`src/rtl/zero_par_serializer.sv`:
```
// Parallel-to-serial stage feeding the zero-parity checker; the line idles high between frames.
// Optional parity append is enabled by defining ZERO_PARITY_APPEND_EN.
module zero_par_serializer #(
    parameter int WIDTH     = 8,
    parameter bit MSB_FIRST = 1'b1
) (
    input  logic             clk,
    input  logic             reset,
    input  logic [WIDTH-1:0] data_i,
    input  logic             valid_i,
    output logic             ready_o,
    output logic             data_o,
    output logic             bit_valid_o,
    output logic             last_o,
    output logic             busy_o
);

`ifdef ZERO_PARITY_APPEND_EN
    localparam int FRAME_LEN = WIDTH + 1;
`else
    localparam int FRAME_LEN = WIDTH;
`endif
    localparam int CNT_W = $clog2(FRAME_LEN + 1);
    localparam logic [CNT_W-1:0] LAST_CNT = CNT_W'(FRAME_LEN - 1);

    typedef enum logic {IDLE, SHIFT} state_t;

    state_t               state;
    logic [FRAME_LEN-1:0] shreg;
    logic [CNT_W-1:0]     bit_cnt;
    logic [FRAME_LEN-1:0] load_word;
    logic [FRAME_LEN-1:0] next_word;
    logic                 at_last;
    logic                 take;

    function automatic logic head_bit(input logic [FRAME_LEN-1:0] w);
        return MSB_FIRST ? w[FRAME_LEN-1] : w[0];
    endfunction

    function automatic logic [FRAME_LEN-1:0] shift_word(input logic [FRAME_LEN-1:0] w);
        return MSB_FIRST ? {w[FRAME_LEN-2:0], 1'b0} : {1'b0, w[FRAME_LEN-1:1]};
    endfunction

`ifdef ZERO_PARITY_APPEND_EN
    // 1 when the word holds an even number of zeros, so each frame's zero count is even.
    function automatic logic zero_parity(input logic [WIDTH-1:0] d);
        return ~(^(~d));
    endfunction
`endif

    // Parity sits in the slot shifted out after the last data bit.
    always_comb begin
        load_word = '0;
`ifdef ZERO_PARITY_APPEND_EN
        if (MSB_FIRST)
            load_word = {data_i, zero_parity(data_i)};
        else
            load_word = {zero_parity(data_i), data_i};
`else
        load_word = data_i;
`endif
    end

    assign next_word = shift_word(shreg);
    assign at_last   = (state == SHIFT) && (bit_cnt == LAST_CNT);
    assign ready_o   = (state == IDLE) || at_last;
    assign take      = valid_i && ready_o;

    always_ff @(posedge clk or posedge reset) begin
        if (reset) begin
            state       <= IDLE;
            shreg       <= '0;
            bit_cnt     <= '0;
            data_o      <= 1'b1;
            bit_valid_o <= 1'b0;
            last_o      <= 1'b0;
            busy_o      <= 1'b0;
        end else begin
            case (state)
                IDLE: begin
                    if (take) begin
                        state       <= SHIFT;
                        shreg       <= load_word;
                        bit_cnt     <= '0;
                        data_o      <= head_bit(load_word);
                        bit_valid_o <= 1'b1;
                        busy_o      <= 1'b1;
                        last_o      <= 1'b0;
                    end
                end
                SHIFT: begin
                    if (!at_last) begin
                        shreg   <= next_word;
                        bit_cnt <= bit_cnt + 1'b1;
                        data_o  <= head_bit(next_word);
                        last_o  <= (bit_cnt == LAST_CNT - 1'b1);
                    end else if (take) begin
                        // Reload on the final bit keeps back-to-back frames gapless.
                        shreg   <= load_word;
                        bit_cnt <= '0;
                        data_o  <= head_bit(load_word);
                        last_o  <= 1'b0;
                    end else begin
                        state       <= IDLE;
                        data_o      <= 1'b1;
                        bit_valid_o <= 1'b0;
                        last_o      <= 1'b0;
                        busy_o      <= 1'b0;
                    end
                end
                default: state <= IDLE;
            endcase
        end
    end

endmodule

```
`config.mk`:
```
export PLATFORM = sky130hd
export DESIGN_NAME = zero_par_serializer
export DESIGN_NICKNAME = d
export VERILOG_FILES = /design/src/rtl/zero_par_serializer.sv
export SDC_FILE = /design/constraint.sdc
export NUM_CORES = 1
export LEC_CHECK = 0
export CELL_PAD_IN_SITES_DETAIL_PLACEMENT = 1
export CELL_PAD_IN_SITES_GLOBAL_PLACEMENT = 1
export CORE_MARGIN = 2
export CORE_UTILIZATION = 34
export CTS_CLUSTER_SIZE = 14
export DETAILED_ROUTE_END_ITERATION = 10
export GPL_ROUTABILITY_DRIVEN = 0
export HOLD_SLACK_MARGIN = 0.03
export PLACE_DENSITY_LB_ADDON = 0.12
export SYNTH_ARGS = -nofsm -noshare
export SYNTH_HDL_FRONTEND = slang
export SYNTH_SLANG_ARGS = --single-unit
export TNS_END_PERCENT = 100
```
`constraint.sdc`:
```
create_clock -name clk -period 1.9 [get_ports clk]
set_input_delay 0.57 -clock clk [delete_from_list [all_inputs] [get_ports clk]]
set_output_delay 0.57 -clock clk [all_outputs]
set_load 0.01 [all_outputs]
```
# Word level (Yosys, flattened, before mapping)
# Cells that the tools add are included.
# W data, S select, Z words.
# totals
romBits,0
input_bits,11
output_inout_bits,5
latch_bits,0
ram_bits,0
elab_cells,37
reg_bits,16
n_memories,0
# op_classes
n_mux,20
reduce_logical,4
n_bitwise,1
magnitude_cmp,0
n_eq_ne,5
mul,0
shifts,0
div_mod_pow,0
addsub,1
# op_table
operator,n
$mux W8,2
$pmux W8 S2,1
$mux W1,10
$eq A4 B3 Y1 const B,2
$mux W4,2
$pmux W1 S2,4
$pmux W4 S2,1
$add A4 B1 Y4 const B,1
$ne A2 B2 Y1 const B,2
$reduce_and A3 Y1,1
$logic_and A1 B1 Y1,2
$ne A2 B1 Y1 const B,1
$logic_or A1 B1 Y1,1
$not A1 Y1,1

# Depth between registers and ports, before layout
# Gate-level depths: netlist of the first run.
# depth
depth_word,7
depth_mapped,4
depth_no_buf,4

# Least setup slack after synthesis of the first run
# Ideal clock, no wire load.
# synth_timing
path_kind,reg-to-output
start,reg bit_cnt[0]
end,out ready_o
path_stages_with_launch,4
n_path_buf,0
arrival_ns,0.948
path_slack_ns,0.382
t_required_ns,1.330
path_cell_list,dfrtp_1 > ha_1 > nand3b_4 > nand2_2
# synth_between
elab_chain_len,3
# synth_lines
element,line,rtl
"start, declared",30,logic [CNT_W-1:0] bit_cnt;
"start signal, assigned",94,bit_cnt <= bit_cnt + 1'b1;
$eq A4 B3 Y1,65,assign at_last = (state == SHIFT) && (bit_cnt == LAST_CNT);
$logic_and A1 B1 Y1,65,
$logic_or A1 B1 Y1,66,assign ready_o = (state == IDLE) || at_last;
"end, declared",11,"output logic ready_o,"
# No other way between the ends.

# Worst setup path in the final report of the first run
# layout_timing
start,reg busy_o
end,out busy_o
# layout_lines
element,line,rtl
"start, declared",15,output logic busy_o
"start signal, assigned",77,busy_o <= 1'b0;
"start signal, assigned",87,busy_o <= 1'b1;
"start signal, assigned",108,busy_o <= 1'b0;
# No word-level cell between the ends.

==> run metrics, run 1 <==
Async S/R FF share, synth=100%; setup tns final=0 ns; DRC=0; first-pass GRT wire length=around 2.8 mm; io pins=16; post-DP HPWL=1.17 mm; synth top area cells=dfrtp_1 46%, mux2_2 16%, mux2i_1 4.0%; final worst-path cycle share=about 94%; post-synth net total=a little under 80; clk buf depth=2; Final Slew Violations=0; leak pwr=around 0.48 nW; Min Hold Slack=0.513 ns; VDD IR max=~0.67 mV; die area=2620 um2; MaxCap Viol Count=0; FF+latch count, synth=15; count of final hold-check violations=0; count leader, synth=dfrtp_1; Nets=just over 100; H-tree Lvls=1; leading area contributor after synthesis=dfrtp_1; Buf/Inv on CP=1; Final ANT Viol Nets=0; ys flop type=dfrtp_1; Clk Latency, worst-skew pair=roughly 0.30 ns; Total GRT Usage=15.0%; CTS Sinks=15; Hold/Removal Path Class=flop to flop; Worst EP required=about 1.3 ns; CTS tree=built; Clock Skews=roughly 0.0037 ns; Power Total=1.46 mW; top post-synthesis cells by count=14 x dfrtp_1, 11 x mux2_2, 6 x nand2_1; Synth Cell Area=757 um2; share of the synthesized area in the top cell type=between 40% and 50%; cell area power density=~1400 nW/um2; sequential share of the synthesized area=between 40% and 50%; RSZ-0062 raised after global routing=false; TritonCTS Buffers=3; Slew Limit Headroom=83.7%; type of origin of the critical path=flop; Clock Root Buffer=clkbuf_4; pre-CTS setup slack=-0.0474 ns; total gr overflow=0; layout cells sized above 1=approximately a third; 1st-iter DRT viols=1; Initial Util=a little over a third; core area=around 2100 um2; CP top delay family=buffers and inverters; Ys Warns=0; fmax=around 560 MHz; Final Worst Setup Slack=approximately 0.12 ns; wire length per cell=roughly 13 um; outcome=complete, no violations; Hold Buf Count CTS=0; post-CTS setup buffers=0; Max FO, Critical Path=3; Die X=approximately 50 um; Layout Cells excl Fill=117; CTS clk-pin slew, worst paths=0.10 ns; Setup crit end kind=primary output; initial antenna violation count=0; largest net degree at the start of global routing=16; synthesized area per cell=about 12 um2; critical path class=flop to primary output; vias per cell=approximately 4.8; Layout area overhead=34.4%; ANT cells=0; WL final=approximately 1.6 mm; CP max-delay cell=clkdlybuf4s50_1; vias in the first global route=roughly 630; Slowest Stage Delay on Critical Path=approximately 0.54 ns; Final setup viols=0; Initial DRT Pass Iterations=4; Crit path arrival time=between 1 and 1.5 ns; vias post-DR=~560; min Tclk post-route=around 1.8 ns; CP Cell Sequence=clkdlybuf4s50_1; synth unique cells=24; die height=between 50 and 60 um; cell count after synthesis=64; worst slew pin tran=around 0.24 ns; Buffers on Ports=15; row count=17; Post-synth EDFFs=0; Inst Count DP=~110
## final timing paths
path                                        end  slack, ns  depth (start not counted)                 start
max                                      busy_o       0.12                          1    busy_o$_DFFE_PP0P_
max reg2reg                  shreg[5]$_DFF_PP0_       0.49                          5  bit_cnt[1]$_DFF_PP0_
max in group asynchronous    data_o$_DFFE_PP1P_       1.09                          3                 reset
min                          shreg[3]$_DFF_PP0_       0.51                          1    shreg[2]$_DFF_PP0_
min reg2reg                  shreg[3]$_DFF_PP0_       0.51                          1    shreg[2]$_DFF_PP0_
min in group asynchronous  bit_cnt[2]$_DFF_PP0_       0.56                          3                 reset
## kinds of logic after synthesis
family	after synthesis	synth area share, %
compound gates	7	6.61
xor+xnor	1	1.16
fa+ha+maj	2	3.31
buf+inv	8	5.95
flops	15	49.8
mux	14	20.3
simple gates	17	12.9
## what timing repair did
item | 4_1_cts | 5_1_grt
setup endpoints to repair | 2 | 1
pin swaps | 1 | 0
resized for setup | 4 | 2
cloned | 0 | 0
## area by class of cell
class / count / area (um2)
fill: 246 / 1130
tap: 28 / 35.0
sequential: 15 / 377
multi-input combinational: 41 / 348
clock buffer: 3 / 22.5
clock inverter: 1 / 5.00
inverter: 5 / 18.8
timing repair buffer: 24 / 211
## placed cells by master, fill, tap and decap left out
| cell | n |
|---|---|
| a211oi_1 | 1 |
| a21oi_1 | 2 |
| a22o_1 | 1 |
| a311oi_1 | 1 |
| a32o_1 | 1 |
| buf_4 | 9 |
| clkbuf_2 | 1 |
| clkbuf_4 | 3 |
| clkdlybuf4s50_1 | 13 |
| clkinv_2 | 1 |
| dfrtp_1 | 14 |
| dfstp_2 | 1 |
| dlygate4sd2_1 | 1 |
| ha_1 | 1 |
| ha_4 | 1 |
| inv_1 | 4 |
| inv_2 | 1 |
| mux2_2 | 11 |
| mux2i_1 | 3 |
| nand2_1 | 6 |
| nand2_2 | 1 |
| nand3_1 | 3 |
| nand3b_4 | 1 |
| nor2_1 | 2 |
| nor3_1 | 2 |
| nor4b_1 | 1 |
| o21ai_0 | 1 |
| or4_1 | 1 |
| xor2_1 | 1 |
## metrics by stage
stage	utilization [%]	area (um2)
floorplan	-	757
detailed placement	45.8	983
CTS	47.1	1010
global placement	45.8	983
global route	47.3	1020
finish	47.3	1020
## power breakdown
part           switching (mW)  total (mW)  internal (mW)
logic                   0.301       0.707          0.406
clock network           0.119       0.197         0.0784
registers              0.0920       0.552          0.460
total                   0.512        1.46          0.944
## flip-flops by register name (all words and copies together) (netlist names)
name	flops
data_o	1
state	1
last_o	1
shreg	7
bit_cnt	4
busy_o	1
## per-layer routing
metal,global-route usage (%),wire length (um)
met1,17.8,749
met2,25.1,717
met3,2.63,62
met4,9.46,33
met5,0,0
Power figures use the tool's default switching activity.
==> inputs of run 2 (changes only) <==
--- a/config.mk
+++ b/config.mk
@@ -11,6 +11,7 @@
 export CORE_UTILIZATION = 34
 export CTS_CLUSTER_SIZE = 14
 export DETAILED_ROUTE_END_ITERATION = 10
+export DONT_BUFFER_PORTS = 1
 export GPL_ROUTABILITY_DRIVEN = 0
 export HOLD_SLACK_MARGIN = 0.03
 export PLACE_DENSITY_LB_ADDON = 0.12
==> run metrics, run 2 (same netlist as run 1, synthesis figures left out) <==
outcome=complete, no violations; 1st-iter DRT viols=5 (+4); Most flops, register=shreg; Setup crit end kind=primary output; Final ANT Viol Nets=0 (unchanged); Clock Root Buffer=clkbuf_4; Flop pwr share=48.1% (+10 points); Final Slew Violations=0 (unchanged); vias per cell=4.97 (+3.1%); VDD IR max=0.642 mV (-4.0%); Largest regs=shreg (7), bit_cnt (4); Largest register FFs=7 (unchanged); MaxCap Viol Count=0 (unchanged); WL final=1.35 mm (-14%); initial antenna violation count=0 (unchanged); P_int=0.800 mW (-15%); Slew Limit Headroom=61.2% (-22 points); R2R Path End=bit_cnt[3]$_DFF_PP0_; clk buf depth=2 (unchanged); Clock Skews=0.00203 ns (-0.00169 ns); largest net degree at the start of global routing=16 (unchanged); Clk Latency, worst-skew pair=0.28 ns (-0.02 ns); register area=377 um2 (unchanged); row count=17 (unchanged); Max FO, Critical Path=10 (+7); leak pwr=0.376 nW (-21%); count of final hold-check violations=0 (unchanged); Die X=51.2 um (unchanged); H-tree Lvls=1 (unchanged); min Tclk post-route=1.81 ns (+0.0307 ns); cell area power density=1540 nW/um2 (+7.3%); ANT cells=0 (unchanged); TritonCTS Buffers=3 (unchanged); Nets=80 (-22%); commonest non-fill, non-tap cell in the layout=dfrtp_1; Final setup viols=0 (unchanged); post-DP HPWL=946 um (-19%); total gr overflow=0 (unchanged); Total GRT Usage=12.9% (-2.2 points); setup tns final=0 ns (unchanged); worst slew pin tran=0.582 ns (+0.340 ns); Finished Cell Area=816 um2 (-20%); CTS Sinks=15 (unchanged); Switching Share=36.2% (+1.0 points); vias post-DR=467 (-17%); Net Sw Power=0.453 mW (-11%); Hold Buf Count CTS=0 (unchanged); CP Cell Sequence=ha_2 -> nand3b_4 -> nand2_8; vias in the first global route=529 (-15%); CTS tree=built; most frequent cells in the layout=14 x dfrtp_1, 11 x mux2_2, 6 x nand2_1, 4 x inv_1; Slowest Stage Delay on Critical Path=0.41 ns (-0.13 ns); critical path class=flop to primary output; RSZ-0062 raised after global routing=false; core area=2150 um2 (unchanged); Min Hold Slack=0.225 ns (-0.289 ns); Worst EP required=1.33 ns (about the same); clock network power share=14.7% (+1.1 points); multi-input logic area=352 um2 (+1.1%); die area=2620 um2 (unchanged); share of total power in combinational logic=37.1% (-12 points); worst r2r src=state$_DFF_PP0_; cell area after placement=766 um2 (-22%); crit path to=ready_o; CP max-delay cell=dfrtp_1; fmax=552 MHz (-1.7%); DRC=0 (unchanged); flop-to-flop setup slack=0.48 ns (about the same); CTS clk-pin slew, worst paths=0.09 ns (about the same); Initial DRT Pass Iterations=4 (unchanged); Crit path arrival time=1.24 ns (+0.03 ns); number of filler cells placed in the layout=243 (-1.2%); Buffers on Ports=0 (-15); Initial Util=35.2% (unchanged); wire length per cell=14.4 um (+7.7%); final worst-path cycle share=95.3% (+1.6 points); Hold/Removal Path Class=input port to async pin; R2R depth=3 (-2); Layout area overhead=7.77%; io pins=16 (unchanged); first-pass GRT wire length=2.39 mm (-14%); crit path from=bit_cnt[0]$_DFF_PP0_; layout cells sized above 1=30.3% (-3.4 points); type of origin of the critical path=flop; die height=51.2 um (unchanged)
## run 2: cell types whose count changed in the layout (fill, tap and decap cells not counted), sizes merged
cell,previous run,this run
buf,9,1
clkinv,1,0
clkdlybuf4s50,13,0
dlygate4sd2,1,0
## run 2: routing by layer
layer / wire length, um / vias up / global-route usage (%)
met3: 64 / 2 / 3.22
met1: 660 / 223 / 15.7
met5: 0 / - / 0
met2: 611 / 9 / 20.1
met4: 14 / 0 / 8.11
li1: - / 233 / -
## run 2: cell type report
cell class / count / area share (%)
multi-input combinational: 41 / 43.1
sequential: 15 / 46.2
timing repair buffer: 1 / 0.920
tap: 28 / 4.29
inverter: 5 / 2.30
clock buffer: 4 / 3.22
## run 2: timing repair
action	CTS	global route
gates resized for setup	2	1
gates cloned	0	0
hold endpoints to repair	0	0
setup buffers	0	1
setup endpoints to repair	1	1
## run 2: how the worst min path moves through the flow
stage | depth (start not counted) | slack [ns] | endpoint
2_1_floorplan | 1 | 0.47 | bit_cnt[0]$_DFF_PP0_
6_report | 1 | 0.22 | shreg[6]$_DFF_PP0_
4_1_cts | 1 | 0.23 | bit_cnt[1]$_DFF_PP0_
3_3_place_gp | 1 | 0.49 | shreg[4]$_DFF_PP0_
5_1_grt | 1 | 0.27 | state$_DFF_PP0_
3_5_place_dp | 1 | 0.50 | shreg[5]$_DFF_PP0_
## run 2: through the flow
step	worst slack [ns]	power (mW)	instances	utilization, %
after global placement	0.279	1.03	89	35.6
after CTS	0.0329	1.25	93	37.2
after global routing	0.00753	1.37	94	38.0
final	0.0898	1.25	94	38.0
after floorplan	0.382	0.981	64	-
after detailed placement	0.243	1.04	89	35.6
## run 2: power by group through the flow
stage / logic [mW] / clock network, mW / registers [mW]
2_1_floorplan: 0.421 / 0 / 0.560
4_1_cts: 0.446 / 0.197 / 0.605
3_5_place_dp: 0.434 / 0 / 0.609
5_1_grt: 0.536 / 0.209 / 0.629
6_report: 0.465 / 0.184 / 0.603
3_3_place_gp: 0.431 / 0 / 0.604
## run 2: worst max-delay path, delay by kind of cell, from the launching register on
kind / cells / cell delay (ns)
DFF: 1 / 0.41
and+or+nand+nor: 2 / 0.29
adders and majority gates: 1 / 0.26
==> inputs of run 3 (changes only) <==
--- a/config.mk
+++ b/config.mk
@@ -15,6 +15,7 @@
 export GPL_ROUTABILITY_DRIVEN = 0
 export HOLD_SLACK_MARGIN = 0.03
 export PLACE_DENSITY_LB_ADDON = 0.12
+export SLEW_MARGIN = 0
 export SYNTH_ARGS = -nofsm -noshare
 export SYNTH_HDL_FRONTEND = slang
 export SYNTH_SLANG_ARGS = --single-unit
==> results of run 3 <==
The final DEF is identical to that of run 2; final timing and power are the same.
